--- config.mk ---
export PLATFORM = sky130hd
export DESIGN_NAME = uart_fifo_tx
export DESIGN_NICKNAME = d
export VERILOG_FILES = /design/src/rtl/uart_fifo_tx.sv
export SDC_FILE = /design/constraint.sdc
export NUM_CORES = 1
export LEC_CHECK = 0
export ABC_AREA = 1
export BUFFER_PORTS_ARGS = -buffer_cell sky130_fd_sc_hd__buf_2
export CORE_ASPECT_RATIO = 1.25
export CORE_UTILIZATION = 40
export CTS_CLUSTER_DIAMETER = 100
export DETAILED_ROUTE_END_ITERATION = 6
export PLACE_DENSITY = 0.55
export SYNTH_ARGS = -nofsm -noshare
export SYNTH_HDL_FRONTEND = slang
export SYNTH_SLANG_ARGS = --single-unit
--- constraint.sdc ---
create_clock -name clk_i -period 3.8 [get_ports clk_i]
set_input_delay 0.38 -clock clk_i [delete_from_list [all_inputs] [get_ports clk_i]]
set_output_delay 0.38 -clock clk_i [all_outputs]
set_load 0.01 [all_outputs]
--- src/rtl/uart_fifo_tx.sv ---
// Buffered UART transmitter: a word FIFO feeding a start/data/parity/stop framer.
// Ports: clk_i, rst_n, wr_en_i/wr_data_i in; full/empty/level/overflow, busy, msg_done, tx out.
module uart_fifo_tx #(
  parameter int DATA_BITS    = 8,
  parameter int DEPTH        = 16,
  parameter int CLKS_PER_BIT = 208,
  parameter int PARITY       = 0,
  parameter int STOP_BITS    = 1,
  parameter int NULL_TERM    = 0
) (
  input  logic                   clk_i,
  input  logic                   rst_n,
  input  logic                   wr_en_i,
  input  logic [DATA_BITS-1:0]   wr_data_i,
  output logic                   full_o,
  output logic                   empty_o,
  output logic [$clog2(DEPTH):0] level_o,
  output logic                   overflow_o,
  output logic                   busy_o,
  output logic                   msg_done_o,
  output logic                   tx_o
);

  localparam int AW = $clog2(DEPTH);
  localparam int LW = AW + 1;
  localparam int DW = $clog2(CLKS_PER_BIT);
  localparam int BW = 4;

  typedef enum logic [2:0] {
    S_IDLE, S_LOAD, S_START, S_DATA, S_PAR, S_STOP
  } state_t;

  logic [DATA_BITS-1:0] mem [DEPTH];
  logic [AW-1:0]        wr_ptr;
  logic [AW-1:0]        rd_ptr;
  logic                 wr_ok;
  logic                 rd_en;
  logic [LW-1:0]        level_n;
  logic [DATA_BITS-1:0] head;

  state_t               state;
  logic [DATA_BITS-1:0] shreg;
  logic                 par_bit;
  logic [DW-1:0]        div;
  logic [BW-1:0]        bit_cnt;
  logic                 bit_end;

  // full_o is the registered flag, so a write in a popping cycle still drops
  assign wr_ok   = wr_en_i && !full_o;
  assign rd_en   = (state == S_LOAD);
  assign level_n = level_o + LW'(wr_ok) - LW'(rd_en);
  assign head    = mem[rd_ptr];
  assign bit_end = (div == DW'(CLKS_PER_BIT - 1));

  always_ff @(posedge clk_i) begin
    if (wr_ok) mem[wr_ptr] <= wr_data_i;
  end

  always_ff @(posedge clk_i or negedge rst_n) begin
    if (!rst_n) begin
      wr_ptr     <= '0;
      rd_ptr     <= '0;
      level_o    <= '0;
      full_o     <= 1'b0;
      empty_o    <= 1'b1;
      overflow_o <= 1'b0;
    end else begin
      if (wr_ok) wr_ptr <= wr_ptr + AW'(1);
      if (rd_en) rd_ptr <= rd_ptr + AW'(1);
      level_o <= level_n;
      full_o  <= (level_n == LW'(DEPTH));
      empty_o <= (level_n == '0);
      if (wr_en_i && full_o) overflow_o <= 1'b1;
    end
  end

  always_ff @(posedge clk_i or negedge rst_n) begin
    if (!rst_n) begin
      state      <= S_IDLE;
      tx_o       <= 1'b1;
      busy_o     <= 1'b0;
      msg_done_o <= 1'b0;
      shreg      <= '0;
      par_bit    <= 1'b0;
      div        <= '0;
      bit_cnt    <= '0;
    end else begin
      msg_done_o <= 1'b0;
      case (state)
        S_IDLE: begin
          tx_o <= 1'b1;
          if (!empty_o) begin
            state  <= S_LOAD;
            busy_o <= 1'b1;
          end
        end
        S_LOAD: begin
          shreg   <= head;
          par_bit <= (^head) ^ (PARITY == 1);
          div     <= '0;
          bit_cnt <= '0;
          if (NULL_TERM != 0 && head == '0) begin
            state      <= S_IDLE;
            busy_o     <= 1'b0;
            msg_done_o <= 1'b1;
          end else begin
            state <= S_START;
            tx_o  <= 1'b0;
          end
        end
        S_START: begin
          if (bit_end) begin
            div   <= '0;
            state <= S_DATA;
            tx_o  <= shreg[0];
            shreg <= shreg >> 1;
          end else begin
            div <= div + DW'(1);
          end
        end
        S_DATA: begin
          if (bit_end) begin
            div <= '0;
            if (bit_cnt == BW'(DATA_BITS - 1)) begin
              bit_cnt <= '0;
              if (PARITY != 0) begin
                state <= S_PAR;
                tx_o  <= par_bit;
              end else begin
                state <= S_STOP;
                tx_o  <= 1'b1;
              end
            end else begin
              bit_cnt <= bit_cnt + BW'(1);
              tx_o    <= shreg[0];
              shreg   <= shreg >> 1;
            end
          end else begin
            div <= div + DW'(1);
          end
        end
        S_PAR: begin
          if (bit_end) begin
            div   <= '0;
            state <= S_STOP;
            tx_o  <= 1'b1;
          end else begin
            div <= div + DW'(1);
          end
        end
        S_STOP: begin
          if (bit_end) begin
            div <= '0;
            if (bit_cnt == BW'(STOP_BITS - 1)) begin
              bit_cnt <= '0;
              if (!empty_o) begin
                state <= S_LOAD;
              end else begin
                state  <= S_IDLE;
                busy_o <= 1'b0;
              end
            end else begin
              bit_cnt <= bit_cnt + BW'(1);
            end
          end else begin
            div <= div + DW'(1);
          end
        end
        default: begin
          state  <= S_IDLE;
          tx_o   <= 1'b1;
          busy_o <= 1'b0;
        end
      endcase
    end
  end

endmodule
==> results.md, run 1 <==
* Fmax at 359 MHz
* Avg Inst Size Synth at 9.91 um2
* Die height at 157 um
* Leak Pwr at 3.65 nW
* Initial antenna violation count at 0
* Post-synth EDFFs at 128
* Crit start category: flip-flop
* RR Endpoint: full_o
* Clk Latency, worst-skew pair at 0.43 ns
* Starting Density at 40.9%
* CTS Hold Bufs at 0
* Fillcell total at 1790
* Sequential Area at 0.00487 mm2
* Final Hold Fails at 0
* Seq/Total Area, Yosys at 63.4%
* Final TNS setup at 0 ns
* Vias in the first global route at 5253
* Crit. End Element: flip-flop
* CP Data Arrival Time at 3.15 ns
* R2R depth at 13
* Placed Cells at 1002
* Area grow syn2layout at 11.1%
* Power Density at 545 mW/mm2
* Core footprint at 0.0188 mm2
* Setup CP Type: reg -> reg
* Detailed Routing Iterations Pass 1 at 5
* Row cnt at 56
* Mapped Cells at 775
* Critical Path Most Common Cell: inv_1
* Grt ovf at 0
* Io pins at 22
* Synthesized area at 0.00768 mm2
* Post_cts resized at 0
* Via/cell ratio at 5.04
* CTS Buf Count at 17
* Average wire per standard cell at 16.3 um
* Max FO, Critical Path at 9
* Hold Crit Class: in -> async
* DRT iter0 DRCs at 457
* CTS sink count at 169
* Reg-to-Reg Start: state[1]
* CP Data Required Time at 4.16 ns
* Syn_nets at 801
* Root Buffer: clkbuf_16
* Status: finished clean
* Max-cap check violation count at 0
* FFs w/ async S/R, synth at 24.3%
* Drt total wl at 16900 um
* Multi-input logic area at 0.00231 mm2
* Unrepaired setup endpoints after global routing: no
* Commonest non-fill, non-tap cell in the layout: nand2_1
* Port bufs at 20
* Highest-count cells in the layout ignoring fill and taps: 242 x nand2_1, 128 x edfxtp_1, 101 x nand3_1
* Vias at 5214
* Post-CTS setup buffer count at 0
* Top FF cell, synth: edfxtp_1
* ANT cells at 0
* Fin cells at 1034
* Crit path largest cell delay at 0.48 ns
* Cell chain of the critical path: inv_1 > nand2_2 > nor2_4 > inv_4 > nor2_1 > inv_1 > nand2_1 > ha_1 > inv_1 > fa_1 > o21ai_0 > xor2_1 > and3_1
* CTS tree: built
* H-tree Lvls at 4
* Final setup violation count at 0
* Tmin final at 2.79 ns
* NumNets Final at 815
* Fraction of layout instances using a drive strength above 1 at 9.35%
* Unique masters post-synth at 38
* Final max-slew violation count at 0
* Residual DRC count at 0
* RePlAce Congestion at 0.810
* Die area at 0.0198 mm2
* Synth warn at 0
* Crit-path slowest cell: dfrtp_1
* Total GRT Usage at 18.6%
* Final Cycle Share at 73.3%
* Reg-to-reg slack, setup at 1.01 ns
* Worst clock skew at 0.0123 ns
* Worst-Margin Slew at 1.06 ns
* Peak VDD IR at 442 uV
* Pin count of the biggest net entering global routing at 72
* Largest buffer count on any clock path at 2
* Global-route wire length before repair at 27700 um
* Die W at 126 um
* Post-DP HPWL at 10900 um
* CTS clk-pin slew, worst paths at 0.06 ns
* DRT antenna net count at 0
* Worst rel slew slack at 29.4%
* Yosys reg bits at 169
==> final cells by class <==
class                   instances  area share [%]
clock buffers                  17            4.99
inverters                      98            4.34
repair buffers                 22            1.35
clock inverters                15            1.75
multi-input cells             481            27.1
well taps                     232            3.40
flip-flops and latches        169            57.1
==> logic make-up after synthesis <==
kind of cell	after synthesis	synth area share (%)
AND/OR/NAND/NOR	411	22.8
flip-flops	169	63.4
buffers and inverters	125	6.52
AO/OA/AOI/OAI	38	2.80
XOR/XNOR	16	1.82
adder cells (fa/ha/maj)	15	2.54
other	1	0.0488
==> sequential cells by signal, summed over array words and instances, names as in the netlist <==
register / cells
busy_o: 1
level_o: 5
mem: 128
tx_o: 1
bit_cnt: 4
overflow_o: 1
full_o: 1
state: 3
rd_ptr: 4
div: 8
wr_ptr: 4
empty_o: 1
shreg: 8
==> how the worst max path moves through the flow <==
stage,slack [ns],to,startpoint
after floorplan,1.42,full_o,state[1]
after global placement,1.27,full_o,state[1]
after detailed placement,1.03,full_o,state[1]
after CTS,1.03,full_o,state[1]
after global routing,0.71,full_o,state[1]
final,1.01,full_o,state[1]
==> worst max-delay path: cells and delay by family, from the launching register on <==
kind | cells | cell delay (ns)
flops | 1 | 0.48
xor+xnor | 1 | 0.26
compound gates | 1 | 0.25
simple gates | 5 | 0.74
fa+ha+maj | 2 | 0.58
buf+inv | 4 | 0.41
==> cells in the mapped netlist, types with 2 or more instances <==
library cell  instances  area (um2)
a21oi_1              10        50.1
xnor2_1               2        17.5
nand3_1             101         505
o211ai_1              4        30.0
nand2_2               2        12.5
clkinv_1              2        7.51
inv_2                 6        22.5
o22ai_1               3        18.8
xor2_1               14         123
buf_2                14        70.1
clkbuf_1             10        37.5
nor3_1                4        20.0
dfstp_2               2        52.6
inv_1                89         334
nor2_2                4        25.0
ha_1                 14         175
edfxtp_1            128        3840
nand3_2               2        20.0
nand4_1               2        12.5
nand2_1             242         908
nor2_4                2        22.5
o21ai_0              14        70.1
o21ai_1               4        20.0
dfrtp_1              39         976
nor2_1               48         180
==> layer usage <==
metal,track usage (%),vias up,share of wire [%]
met3,3.20,15,3.3
li1,-,2544,-
met4,6.60,0,1.4
met2,34.3,104,54
met5,0,-,0
met1,21.7,2551,42
==> power breakdown <==
group	switching, W	internal, W
clock network	0.000722	0.000969
registers	0.0000975	0.00221
logic	0.000443	0.000208
total	0.00126	0.00339
==> through the flow <==
step	setup WS, ns	hold slack, ns	cell area [um2]	util (%)	power [W]
global route	0.714	0.168	8530	45.4	0.00487
detailed placement	1.03	0.453	7960	42.4	0.00301
CTS	1.03	0.135	8530	45.4	0.00469
floorplan	1.42	0.0844	7680	-	0.00275
global placement	1.27	0.438	7960	42.4	0.00297
finish	1.01	0.101	8530	45.4	0.00465
(Power assumes the default switching activity.)
==> run 2: changes to the inputs <==
Clock period 3.8 ns to 2.9 ns, I/O delays scaled along.
==> results.md, run 2 (synthesis gave the netlist of run 1 again) <==
* Peak VDD IR at 867 uV (was 442 uV)
* Max reg flops at 128 (unchanged)
* CTS tree: built (unchanged)
* Total GRT Usage at 18.6% (about the same)
* CP Data Required Time at 3.26 ns (was 4.16 ns)
* Port bufs at 20 (unchanged)
* Core footprint at 0.0188 mm2 (unchanged)
* Grt ovf at 0 (unchanged)
* CTS Hold Bufs at 0 (unchanged)
* Crit start category: flip-flop (unchanged)
* Worst-Margin Slew at 0.962 ns (was 1.06 ns)
* Global-route wire length before repair at 27600 um (was 27700 um)
* Power Density at 729 mW/mm2 (was 545 mW/mm2)
* CTS Buf Count at 17 (unchanged)
* Max FO, Critical Path at 9 (unchanged)
* H-tree Lvls at 4 (unchanged)
* Drt total wl at 17100 um (was 16900 um)
* Reg-to-reg slack, setup at 0.31 ns (was 1.01 ns)
* Row cnt at 56 (unchanged)
* ANT cells at 0 (unchanged)
* Area grow syn2layout at 11.9% (was 11.1%)
* Worst rel slew slack at 35.9% (was 29.4%)
* Fraction of layout instances using a drive strength above 1 at 9.91% (was 9.35%)
* NumNets Final at 820 (was 815)
* Die W at 126 um (unchanged)
* Post_cts resized at 0 (unchanged)
* Final max-slew violation count at 0 (unchanged)
* Hold Crit Class: in -> async (unchanged)
* Residual DRC count at 0 (unchanged)
* Largest buffer count on any clock path at 2 (unchanged)
* Final setup violation count at 0 (unchanged)
* Final Power at 0.00627 W (was 0.00465 W)
* Vias in the first global route at 5201 (was 5253)
* Top reg by flops: mem (unchanged)
* Max-cap check violation count at 0 (unchanged)
* Unrepaired setup endpoints after global routing: no (unchanged)
* Vias at 5237 (was 5214)
* RePlAce Congestion at 0.911 (was 0.810)
* DRT iter0 DRCs at 340 (was 457)
* Average wire per standard cell at 16.5 um (was 16.3 um)
* Final Cycle Share at 89.2% (was 73.3%)
* Post-DP HPWL at 11200 um (was 10900 um)
* Clk Latency, worst-skew pair at 0.43 ns (about the same)
* Io pins at 22 (unchanged)
* Setup CP Type: reg -> reg (unchanged)
* Leak Pwr at 3.68 nW (was 3.65 nW)
* Root Buffer: clkbuf_16 (unchanged)
* R2R depth at 13 (unchanged)
* Die height at 157 um (unchanged)
* CP Data Arrival Time at 2.95 ns (was 3.15 ns)
* Highest-count cells in the layout ignoring fill and taps: 242 x nand2_1, 128 x edfxtp_1, 101 x nand3_1 (unchanged)
* Starting Density at 40.9% (unchanged)
* CTS sink count at 169 (unchanged)
* Pin count of the biggest net entering global routing at 72 (unchanged)
* Final TNS setup at 0 ns (unchanged)
* CTS clk-pin slew, worst paths at 0.06 ns (about the same)
* Tmin final at 2.59 ns (was 2.79 ns)
* Fmax at 387 MHz (was 359 MHz)
* Status: finished clean (unchanged)
* DRT antenna net count at 0 (unchanged)
* Biggest regs: mem: 128 flops, div: 8 flops, shreg: 8 flops (unchanged)
* Initial antenna violation count at 0 (unchanged)
* Final Hold Fails at 0 (unchanged)
* Die area at 0.0198 mm2 (unchanged)
* Crit. End Element: flip-flop (unchanged)
* Worst clock skew at 0.00706 ns (was 0.0123 ns)
* Detailed Routing Iterations Pass 1 at 5 (unchanged)
* Via/cell ratio at 5.04 (about the same)
* Post-CTS setup buffer count at 0 (unchanged)
* Commonest non-fill, non-tap cell in the layout: nand2_1 (unchanged)
==> run 2: changes by cell type in the layout (fill, tap and decap cells not counted), sizes merged <==
cell      previous run  this run
buf                 22        27
bufinv               2         3
clkbuf              17        18
clkinv              10         8
clkinvlp             1         2
inv                100        99
==> run 2: critical path, stage by stage, from the launching register on <==
cell and delay (ns):
dfrtp_1 0.48, inv_1 0.16, nand2_2 0.08, nor2_4 0.11, inv_4 0.07, nor2_1 0.17
inv_1 0.09, nand2_1 0.07, ha_1 0.16, inv_1 0.06, fa_1 0.41, o21ai_0 0.24
xor2_1 0.24, and3_1 0.19
==> run 2: metal layers <==
layer | part of all wire [%] | track usage (%)
met4 | 2.4 | 8.03
met2 | 51 | 32.6
met5 | 0 | 0
met1 | 44 | 22.7
met3 | 3.4 | 3.03
==> run 2: stage by stage <==
stage / setup slack [ns] / hold WS [ns] / cells / utilization [%] / area, um2
3_5_place_dp: 0.361 / 0.453 / 1005 / 42.5 / 7980
2_1_floorplan: 0.522 / -0.00559 / 775 / - / 7680
6_report: 0.313 / 0.00482 / 1039 / 45.8 / 8600
4_1_cts: 0.334 / 0.0491 / 1037 / 45.7 / 8580
3_3_place_gp: 0.458 / 0.443 / 1005 / 42.5 / 7980
5_1_grt: 0.0483 / 0.0810 / 1039 / 45.8 / 8600
==> run 2: area by class of cell <==
type | count | area [um2]
fill | 1790 | 10200
sequential | 169 | 4870
multi-input combinational | 481 | 2310
clock buffer | 18 | 429
inverter | 98 | 370
tap | 232 | 290
clock inverter | 14 | 173
timing repair buffer | 27 | 153
==> run 2: path summary, 6_finish.rpt <==
check / start / to
max: state[1] / full_o
min: rst_n / div[7]
max reg2reg: state[1] / full_o
min reg2reg: overflow_o / overflow_o
max in group asynchronous: rst_n / rd_ptr[0]
min in group clk_i: wr_en_i / overflow_o
==> run 2: where the power goes <==
part | switching (W) | total, W | internal (W)
combinational | 0.000593 | 0.000933 | 0.000340
clock | 0.000949 | 0.00231 | 0.00136
sequential | 0.000125 | 0.00303 | 0.00290
total | 0.00167 | 0.00627 | 0.00460
==> run 3: changes to the inputs <==
Settings changed: CORE_ASPECT_RATIO 1.25 to 0.6.
==> results.md, run 3 (synthesis gave the netlist of run 1 again) <==
* Hold Crit Class: in -> async (unchanged)
* Final max-slew violation count at 0 (unchanged)
* Setup CP Type: reg -> reg (unchanged)
* Leak Pwr at 3.71 nW (was 3.68 nW)
* CP Data Required Time at 3.28 ns (was 3.26 ns)
* Largest buffer count on any clock path at 2 (unchanged)
* H-tree Lvls at 4 (unchanged)
* Grt ovf at 0 (unchanged)
* Post-DP HPWL at 11100 um (was 11200 um)
* Root Buffer: clkbuf_16 (unchanged)
* Pin count of the biggest net entering global routing at 72 (unchanged)
* Row cnt at 38 (was 56)
* Average wire per standard cell at 16.4 um (was 16.5 um)
* Worst-Margin Slew at 0.916 ns (was 0.962 ns)
* Final setup violation count at 0 (unchanged)
* DRT antenna net count at 0 (unchanged)
* Biggest regs: mem: 128 flops, div: 8 flops, shreg: 8 flops (unchanged)
* Port bufs at 20 (unchanged)
* R2R depth at 13 (unchanged)
* Max FO, Critical Path at 9 (unchanged)
* Global-route wire length before repair at 27300 um (was 27600 um)
* Starting Density at 41.6% (was 40.9%)
* RePlAce Congestion at 0.897 (was 0.911)
* Vias in the first global route at 4892 (was 5201)
* Max-cap check violation count at 0 (unchanged)
* NumNets Final at 825 (was 820)
* Placed Area at 0.00806 mm2 (was 0.00798 mm2)
* Top reg by flops: mem (unchanged)
* Total GRT Usage at 18.7% (was 18.6%)
* Detailed Routing Iterations Pass 1 at 5 (unchanged)
* Failing checks: negative hold slack
* Crit. End Element: flip-flop (unchanged)
* Reg-to-reg slack, setup at 0.25 ns (was 0.31 ns)
* Status: finished with violations (was finished clean)
* CTS sink count at 169 (unchanged)
* Area grow syn2layout at 12.5% (was 11.9%)
* Initial antenna violation count at 0 (unchanged)
* Core footprint at 0.0184 mm2 (was 0.0188 mm2)
* Worst clock skew at 0.0181 ns (was 0.00706 ns)
* Worst rel slew slack at 38.9% (was 35.9%)
* Unrepaired setup endpoints after global routing: no (unchanged)
* Final TNS setup at 0 ns (unchanged)
* Io pins at 22 (unchanged)
* CTS clk-pin slew, worst paths at 0.07 ns (was 0.06 ns)
* Fraction of layout instances using a drive strength above 1 at 10.7% (was 9.91%)
* Clk Latency, worst-skew pair at 0.43 ns (about the same)
* CTS Buf Count at 17 (unchanged)
* Tmin final at 2.65 ns (was 2.59 ns)
* Final Cell Area at 0.00864 mm2 (was 0.00860 mm2)
* Drt total wl at 17200 um (was 17100 um)
* CP Data Arrival Time at 3.02 ns (was 2.95 ns)
* Commonest non-fill, non-tap cell in the layout: nand2_1 (unchanged)
* Power Density at 713 mW/mm2 (was 729 mW/mm2)
* Worst slack at placement at 0.217 ns (was 0.361 ns)
* Die height at 109 um (was 157 um)
* RR Endpoint: full_o (unchanged)
* ANT cells at 0 (unchanged)
* Vias at 5216 (was 5237)
* Fillcell total at 1677 (was 1790)
* Peak VDD IR at 394 uV (was 867 uV)
* Worst setup path startpoint: state[1] (unchanged)
* Via/cell ratio at 4.96 (was 5.04)
* CTS Hold Bufs at 0 (unchanged)
* Max reg flops at 128 (unchanged)
* Die W at 181 um (was 126 um)
* Residual DRC count at 0 (unchanged)
* Final Hold Fails at 5 (was 0)
* Final worst slack at 0.254 ns (was 0.313 ns)
* Final Cycle Share at 91.2% (was 89.2%)
* Reg-to-Reg Start: state[1] (unchanged)
* DRT iter0 DRCs at 417 (was 340)
* Die area at 0.0198 mm2 (about the same)
* Crit start category: flip-flop (unchanged)
* Worst hold slack at -0.00618 ns (was 0.00482 ns)
* CTS tree: built (unchanged)
* Fmax at 378 MHz (was 387 MHz)
* Post-CTS setup buffer count at 0 (unchanged)
* CP endpoint: full_o (unchanged)
* Highest-count cells in the layout ignoring fill and taps: 242 x nand2_1, 128 x edfxtp_1, 101 x nand3_1 (unchanged)
run 3: changes by cell type in the layout (fill, tap and decap cells not counted), sizes merged:
| cell | previous run | this run |
|---|---|---|
| clkinv | 8 | 6 |
| inv | 99 | 105 |
| bufinv | 3 | 1 |
| buf | 27 | 32 |
| clkinvlp | 2 | 0 |
run 3: routing by layer:
metal	global-route usage [%]	routed length (um)	up-vias
met2	27.7	7310	111
met5	0	0	-
li1	-	-	2576
met4	4.82	159	0
met1	27.4	9000	2516
met3	4.60	758	13
run 3: how the worst min path moves through the flow:
stage               slack, ns  depth (start not counted)         end        from
floorplan              -0.006                          0  bit_cnt[0]       rst_n
detailed placement       0.46                          1  overflow_o  overflow_o
finish                 -0.006                          1  bit_cnt[2]       rst_n
CTS                      0.03                          1  bit_cnt[1]       rst_n
global placement         0.44                          1  overflow_o  overflow_o
global route             0.07                          1  bit_cnt[2]       rst_n
run 3: final cells by class:
cell class              count  area (um2)  share of cell area [%]
clock buffers              18         429                    4.97
clock inverters            14         154                    1.78
inverters                  98         370                    4.29
multi-input cells         481        2310                    26.7
flip-flops and latches    169        4870                    56.4
well taps                 240         300                    3.48
repair buffers             32         203                    2.35
run 3: repair_timing:
| item | 4_1_cts | 5_1_grt |
|---|---|---|
| setup endpoints to repair | 0 | 1 |
| gates resized for setup | 0 | 1 |
| hold endpoints to repair | 0 | 0 |
run 3: where the power goes:
| group | total, W | internal [W] | switching [W] |
|---|---|---|---|
| Clock | 0.00226 | 0.00122 | 0.00104 |
| Combinational | 0.000889 | 0.000294 | 0.000595 |
| Sequential | 0.00301 | 0.00290 | 0.000117 |
| Total | 0.00616 | 0.00442 | 0.00175 |
run 3: worst max-delay path, stage by stage (launching register included):
cell	delay [ns]
dfrtp_1	0.48
inv_1	0.16
nand2_2	0.08
nor2_4	0.20
inv_4	0.11
nor2_2	0.14
inv_1	0.07
nand2_1	0.06
ha_1	0.16
inv_1	0.06
fa_1	0.39
o21ai_0	0.23
xor2_1	0.25
and3_1	0.19
run 3: through the flow:
| stage | power (W) | hold slack, ns | util [%] | std cells |
|---|---|---|---|---|
| 3_3_place_gp | 0.00392 | 0.438 | 43.7 | 1020 |
| 6_report | 0.00616 | -0.00618 | 46.8 | 1052 |
| 5_1_grt | 0.00645 | 0.0701 | 46.8 | 1052 |
| 4_1_cts | 0.00620 | 0.0299 | 46.8 | 1052 |
| 2_1_floorplan | 0.00361 | -0.00559 | - | 775 |
| 3_5_place_dp | 0.00395 | 0.459 | 43.7 | 1020 |
